File: config.mk
export PLATFORM = sky130hd
export DESIGN_NAME = pic_timer_n
export DESIGN_NICKNAME = d
export VERILOG_FILES = /design/src/rtl/pic_timer_pkg.sv /design/src/rtl/pic_edge_sync.sv /design/src/rtl/pic_timer_n.sv
export SDC_FILE = /design/constraint.sdc
export NUM_CORES = 1
export LEC_CHECK = 0
export ABC_CLOCK_PERIOD_IN_PS = 3200
export CORE_MARGIN = 3
export CORE_UTILIZATION = 60
export DETAILED_ROUTE_END_ITERATION = 12
export PLACE_DENSITY = 0.91
export SYNTH_ARGS = -nofsm -noshare
export SYNTH_HDL_FRONTEND = slang
export SYNTH_SLANG_ARGS = --single-unit
File: constraint.sdc
create_clock -name CLK -period 3.2 [get_ports CLK]
set_input_delay 0.8 -clock CLK [delete_from_list [all_inputs] [get_ports CLK]]
set_output_delay 0.8 -clock CLK [all_outputs]
set_load 0.1 [all_outputs]
File: src/rtl/pic_timer_pkg.sv
// Shared constants for the pic_timer_n peripheral: register map, CTRL/STAT bit positions and
// reset values, plus a byte-lane write helper.
package pic_timer_pkg;

    localparam logic [3:0] AddrCtrl = 4'd0;
    localparam logic [3:0] AddrStat = 4'd1;
    localparam logic [3:0] AddrCntL = 4'd2;
    localparam logic [3:0] AddrCntH = 4'd3;
    localparam logic [3:0] AddrPerL = 4'd4;
    localparam logic [3:0] AddrPerH = 4'd5;
    localparam logic [3:0] AddrCmpL = 4'd6;
    localparam logic [3:0] AddrCmpH = 4'd7;
    localparam logic [3:0] AddrCapL = 4'd8;
    localparam logic [3:0] AddrCapH = 4'd9;

    localparam int unsigned CtrlEn    = 0;
    localparam int unsigned CtrlSrc   = 1;
    localparam int unsigned CtrlEdge  = 2;
    localparam int unsigned CtrlPsLsb = 3;
    localparam int unsigned CtrlArl   = 6;
    localparam int unsigned CtrlIe    = 7;

    localparam int unsigned StatOvf  = 0;
    localparam int unsigned StatCmpf = 1;
    localparam int unsigned StatCapf = 2;

    localparam logic [15:0] PerRst = 16'hFFFF;

    function automatic logic [15:0] wr_byte(input logic [15:0] cur, input logic hi,
                                            input logic [7:0] d);
        return hi ? {d, cur[7:0]} : {cur[15:8], d};
    endfunction

endpackage

File: src/rtl/pic_edge_sync.sv
// Two-flop synchroniser followed by a rising/falling edge detector; emits a one-cycle pulse
// two clocks after the input edge, so a consumer acts on the third clock.
module pic_edge_sync (
    input  logic clk_i,
    input  logic rst_i,
    input  logic d_i,
    input  logic fall_i,
    output logic pulse_o
);

    // [0],[1] synchronise; [2] holds the previous synchronised value
    logic [2:0] sh_q;

    always_ff @(posedge clk_i or posedge rst_i) begin
        if (rst_i) begin
            sh_q <= 3'b000;
        end else begin
            sh_q <= {sh_q[1:0], d_i};
        end
    end

    always_comb begin
        pulse_o = fall_i ? (sh_q[2] & ~sh_q[1]) : (sh_q[1] & ~sh_q[2]);
    end

endmodule

File: src/rtl/pic_timer_n.sv
// WIDTH-bit timer/counter with prescaler, compare/PWM and IRQ on a byte-wide register port.
// Optional input capture is built only when PIC_TMR_CAPTURE_EN is defined.
module pic_timer_n
    import pic_timer_pkg::*;
#(
    parameter int unsigned WIDTH = 16,
    parameter int unsigned PS_W  = 3
) (
    input  logic       CLK,
    input  logic       RST,
    input  logic       WE,
    input  logic [3:0] ADDR,
    input  logic [7:0] WDATA,
    output logic [7:0] RDATA,
    input  logic       T_IN,
    input  logic       CAP_IN,
    output logic       PWM_OUT,
    output logic       IRQ
);

    localparam int unsigned PscW = (32'd1 << PS_W) - 32'd1;

    logic [7:0]       ctrl_q, ctrl_d;
    logic [2:0]       stat_q, stat_d, stat_set, stat_clr;
    logic [WIDTH-1:0] cnt_q, cnt_d, per_q, per_d, cmp_q, cmp_d;
    logic [PscW-1:0]  psc_q, psc_d, psc_max;
    logic             pwm_q, irq_q;
    logic             t_pulse, src_tick, cnt_tick, cnt_wr;
    logic [PS_W-1:0]  ps;
    logic [15:0]      cnt16, per16, cmp16, cap16;

    pic_edge_sync u_t_sync (
        .clk_i   (CLK),
        .rst_i   (RST),
        .d_i     (T_IN),
        .fall_i  (ctrl_q[CtrlEdge]),
        .pulse_o (t_pulse)
    );

`ifdef PIC_TMR_CAPTURE_EN
    logic             cap_pulse;
    logic [WIDTH-1:0] cap_q;

    pic_edge_sync u_cap_sync (
        .clk_i   (CLK),
        .rst_i   (RST),
        .d_i     (CAP_IN),
        .fall_i  (1'b0),
        .pulse_o (cap_pulse)
    );

    // Capture samples CNT before any same-cycle update
    always_ff @(posedge CLK or posedge RST) begin
        if (RST) begin
            cap_q <= '0;
        end else if (cap_pulse) begin
            cap_q <= cnt_q;
        end
    end

    assign cap16 = 16'(cap_q);
`else
    logic unused_cap;
    assign unused_cap = CAP_IN;
    assign cap16      = 16'h0000;
`endif

    assign ps       = PS_W'(ctrl_q[CtrlPsLsb +: 3]);
    assign psc_max  = PscW'((32'd1 << ps) - 32'd1);
    assign src_tick = ctrl_q[CtrlSrc] ? t_pulse : 1'b1;
    assign cnt_tick = ctrl_q[CtrlEn] & src_tick & (psc_q == psc_max);
    assign cnt_wr   = WE & ((ADDR == AddrCntL) | (ADDR == AddrCntH));
    assign cnt16    = 16'(cnt_q);
    assign per16    = 16'(per_q);
    assign cmp16    = 16'(cmp_q);

    always_comb begin
        ctrl_d   = ctrl_q;
        cnt_d    = cnt_q;
        per_d    = per_q;
        cmp_d    = cmp_q;
        psc_d    = psc_q;
        stat_set = 3'b000;
        stat_clr = 3'b000;

        if (ctrl_q[CtrlEn] && src_tick) begin
            psc_d = (psc_q == psc_max) ? '0 : psc_q + 1'b1;
        end

        // A CNT write wins outright over a same-cycle count tick
        if (cnt_tick && !cnt_wr) begin
            if (cnt_q == per_q) begin
                cnt_d             = '0;
                stat_set[StatOvf] = 1'b1;
                if (!ctrl_q[CtrlArl]) begin
                    ctrl_d[CtrlEn] = 1'b0;
                end
            end else begin
                cnt_d = cnt_q + 1'b1;
            end
            if (cnt_d == cmp_q) begin
                stat_set[StatCmpf] = 1'b1;
            end
        end

`ifdef PIC_TMR_CAPTURE_EN
        stat_set[StatCapf] = cap_pulse;
`endif

        if (WE) begin
            case (ADDR)
                AddrCtrl: ctrl_d = WDATA;
                AddrStat: stat_clr = WDATA[2:0];
                AddrCntL, AddrCntH: begin
                    cnt_d = WIDTH'(wr_byte(cnt16, ADDR == AddrCntH, WDATA));
                    psc_d = '0;
                end
                AddrPerL, AddrPerH: per_d = WIDTH'(wr_byte(per16, ADDR == AddrPerH, WDATA));
                AddrCmpL, AddrCmpH: cmp_d = WIDTH'(wr_byte(cmp16, ADDR == AddrCmpH, WDATA));
                default: ;
            endcase
        end

        stat_d = (stat_q & ~stat_clr) | stat_set;
    end

    always_ff @(posedge CLK or posedge RST) begin
        if (RST) begin
            ctrl_q <= 8'h00;
            stat_q <= 3'b000;
            cnt_q  <= '0;
            per_q  <= WIDTH'(PerRst);
            cmp_q  <= '0;
            psc_q  <= '0;
            pwm_q  <= 1'b0;
            irq_q  <= 1'b0;
        end else begin
            ctrl_q <= ctrl_d;
            stat_q <= stat_d;
            cnt_q  <= cnt_d;
            per_q  <= per_d;
            cmp_q  <= cmp_d;
            psc_q  <= psc_d;
            pwm_q  <= ctrl_q[CtrlEn] & (cnt_q < cmp_q);
            irq_q  <= ctrl_q[CtrlIe] & (|stat_q);
        end
    end

    always_comb begin
        RDATA = 8'h00;
        case (ADDR)
            AddrCtrl: RDATA = ctrl_q;
            AddrStat: RDATA = {5'b00000, stat_q};
            AddrCntL: RDATA = cnt16[7:0];
            AddrCntH: RDATA = cnt16[15:8];
            AddrPerL: RDATA = per16[7:0];
            AddrPerH: RDATA = per16[15:8];
            AddrCmpL: RDATA = cmp16[7:0];
            AddrCmpH: RDATA = cmp16[15:8];
            AddrCapL: RDATA = cap16[7:0];
            AddrCapH: RDATA = cap16[15:8];
            default:  RDATA = 8'h00;
        endcase
    end

    assign PWM_OUT = pwm_q;
    assign IRQ     = irq_q;

endmodule

==> impl_metrics.toml <==
[power]
ir_drop_mv = 0.4309
powerDensity_nw_per_um2 = 749.4
p_leak_nw = 2.570

[global_routing]
grt_pass1_vias = 4719
antenna_found_initial = 0
grt_max_degree = 72
grt_pass1_wl_microns = 24870
grt_usage_pct = 33.44
grt.overflow.total = 0

[finish]
final_util_pct = 74.95
area_growth_pct = 17.81
layout-drive-gt1-share_pct = 26.08
finalInstanceArea_sq_um = 5942
n_antenna_cell = 0
fin_nets = 608
fin_cells = 681

[floorplan]
initial_utilization_pct = 63.62
fp.dieW_microns = 97.69
rows = 32
die-height_microns = 97.69
die_area_sq_um = 9542
ioPinCount = 27
core-area_sq_um = 7928

[sta]
hold_viol = 0
clock.fmax_mhz = 317.6
maxSlewViolCount = 0
setup_violations = 0
rsz0062_at_grt = "false"
fin_crit_sh_pct = 98.40
skew_ps = 6.854
post-route-min-period_ps = 3149
tightest_slew_ps = 632.7
fin_hold_ws_ps = 360.1
slew_headroom_pct = 57.62

[synthesis]
ys_warn_count = 0
async_flop_share_pct = 100.0
synth-adder-area-share_pct = 4.416
avgSynthCellArea_sq_um = 9.516
ys_ff_latch = 71
synthMuxAreaShare_pct = 10.17
ys_types = 74
synth_edf_count = 0
netlist_area_sq_um = 5044
yosysSeqAreaShare_pct = 35.62
synth_cells = 530
yosys.area_share.simple_pct = 19.97
synth_ff_type = "dfrtp_1"
synth_top_family_by_area = "simple AND/OR/NAND/NOR gates"
synth_fp_nets = 564
synth-xor-area-share_pct = 7.318
synth_compound_area_share_pct = 17.32

[placed_design]
hpwl_microns = 11450
place_congestion = 0.9986
post-place-cells = 664
port_buffers = 25
placed_cell_area_sq_um = 5680

[clock_tree]
clock_sinks = 71
clk_latency_ps = 360
cts_buffers = 9
clk_path_buf_depth = 2
h-tree-depth = 3
ctsHoldBuffers = 0
cts_tree = "built"
clk_pin_slew_ps = 80
cts_root_buf = "clkbuf_8"

[route]
vias = 4762
first_pass_iters = 5
avgRoutedWirePerCell_microns = 23.47
postRouteWirelength_microns = 15980
drtIter0Drc = 549
route.detailed.drc = 0
ant_nets = 0
vias_per_cell = 6.993

[critical_path]
cp-start-kind = "input port"
crit_fanout = 5
cp.required_ps = 2400
path_class = "input port to output port"
cp-end-kind = "output port"
arrival_ps = 2350

[outcome]
status = "finished, final reports clean"

[hold_path]
hp-class = "flop to flop"

[job]
cap_violations = 0
## placed cells by master, fill, tap and decap left out, types with 4 or more instances in the layout
cell type	instances
nand2b_1	6
o21ai_0	27
a221o_1	8
nand4_1	11
a222oi_1	4
dlygate4sd2_1	4
nor3_1	9
o21ai_2	4
mux2_2	33
a21oi_1	17
mux2i_1	12
xnor2_1	14
nand2_1	51
clkbuf_8	11
and3_1	5
dfstp_2	16
nor3b_1	4
clkdlybuf4s50_1	11
nor4_1	7
nand3_1	18
xor2_1	23
inv_1	22
nor2_1	33
buf_12	9
o21ai_1	4
nor2b_1	5
buf_4	38
dfrtp_1	55
a22oi_1	9
a21o_1	8
ha_1	17
## routing by layer
metal | share of wire, % | wire length [microns] | track usage [%] | vias up
met1 | 37 | 5960 | 42.91 | 2270
met3 | 12 | 1923 | 9.835 | 91
met2 | 45 | 7143 | 50.87 | 354
met5 | 0 | 0 | 0 | -
met4 | 6.0 | 956 | 17.68 | 0
li1 | - | - | - | 2047
## power breakdown
part / switching [W] / internal [W]
combinational: 0.00113 / 0.000893
clock: 0.000368 / 0.000402
sequential: 0.000489 / 0.00117
total: 0.00198 / 0.00247
## layout make-up
| type | count | area [sq um] |
|---|---|---|
| fill | 541 | 1986 |
| clock buffer | 11 | 151.4 |
| tap | 102 | 127.6 |
| inverter | 23 | 86.33 |
| multi-input combinational | 404 | 3079 |
| sequential | 71 | 1797 |
| clock inverter | 5 | 56.30 |
| timing repair buffer | 65 | 644.4 |
## logic make-up after synthesis
family	after synthesis
fa+ha+maj	18
compound gates	120
simple gates	180
xor+xnor	39
flops	71
mux	47
buf+inv	55
## state kept, by name (all words and copies together), names as in the netlist
name           count
cmp16             16
cnt16             16
per16             16
ctrl_q             8
psc_q              7
stat_q             3
u_t_sync.sh_q      3
IRQ                1
PWM_OUT            1
## per-stage QoR
stage | power, W | setup slack (ps) | TNS (ps)
floorplan | 0.002958 | 13.77 | 0
global placement | 0.003482 | -263.8 | -1227
detailed placement | 0.003589 | -287.4 | -1540
CTS | 0.004377 | 94.06 | 0
global route | 0.004664 | 9.144 | 0
finish | 0.004453 | 51.21 | 0
## worst paths after layout
path	startpoint	end	slack, ps	cells after the start
setup / recovery	ADDR[2]	RDATA[6]	50	7
hold / removal	u_t_sync.sh_q[0]	u_t_sync.sh_q[1]	360	0
setup reg to reg	cnt16[2]	stat_q[1]	230	8
hold reg to reg	u_t_sync.sh_q[0]	u_t_sync.sh_q[1]	360	0
max in group asynchronous	RST	per16[10]	2010	3
min in group asynchronous	RST	cnt16[4]	830	3
## worst max-delay path, cell delays in order
cell and delay, ps:
dlygate4sd2_1 280, buf_6 170, mux2i_1 320, o21ai_0 160, a221oi_2 270, o31ai_4 140, buf_12 190
## cell usage after synthesis, types with 3 or more instances
| master | n | area share (%) |
|---|---|---|
| a31oi_1 | 3 | 0.37 |
| mux2_2 | 33 | 7.4 |
| o211ai_1 | 3 | 0.45 |
| dfstp_2 | 16 | 8.3 |
| dfrtp_1 | 55 | 27 |
| nor3b_1 | 4 | 0.60 |
| a221o_1 | 8 | 1.6 |
| a222oi_1 | 4 | 0.79 |
| or2_2 | 3 | 0.37 |
| and4_1 | 3 | 0.52 |
| xnor2_1 | 14 | 2.4 |
| o22ai_1 | 3 | 0.37 |
| and2_1 | 3 | 0.37 |
| a221oi_1 | 5 | 0.87 |
| xor2_1 | 23 | 4.0 |
| o21ai_0 | 32 | 3.2 |
| a21o_1 | 8 | 1.2 |
| inv_1 | 23 | 1.7 |
| a21oi_1 | 17 | 1.7 |
| o21ai_1 | 4 | 0.40 |
| nor2_1 | 33 | 2.5 |
| nor4_2 | 3 | 0.74 |
| a22oi_1 | 9 | 1.3 |
| and3_1 | 5 | 0.62 |
| nor4_1 | 7 | 0.87 |
| buf_2 | 15 | 1.5 |
| nand2b_1 | 6 | 0.74 |
| ha_1 | 17 | 4.2 |
| nor2b_1 | 5 | 0.62 |
| nor4b_1 | 3 | 0.52 |
| nand4_1 | 11 | 1.4 |
| nor3_1 | 9 | 0.89 |
| clkbuf_1 | 11 | 0.82 |
| mux2i_1 | 13 | 2.6 |
| nand2_1 | 51 | 3.8 |
| nand3_1 | 18 | 1.8 |
## timing repair
action,in CTS,in global routing
buffers inserted,0,0
pin swaps,2,0
resized for setup,12,3
setup endpoints to repair,8,1
cloned,1,0
Power figures use the tool's default switching activity.
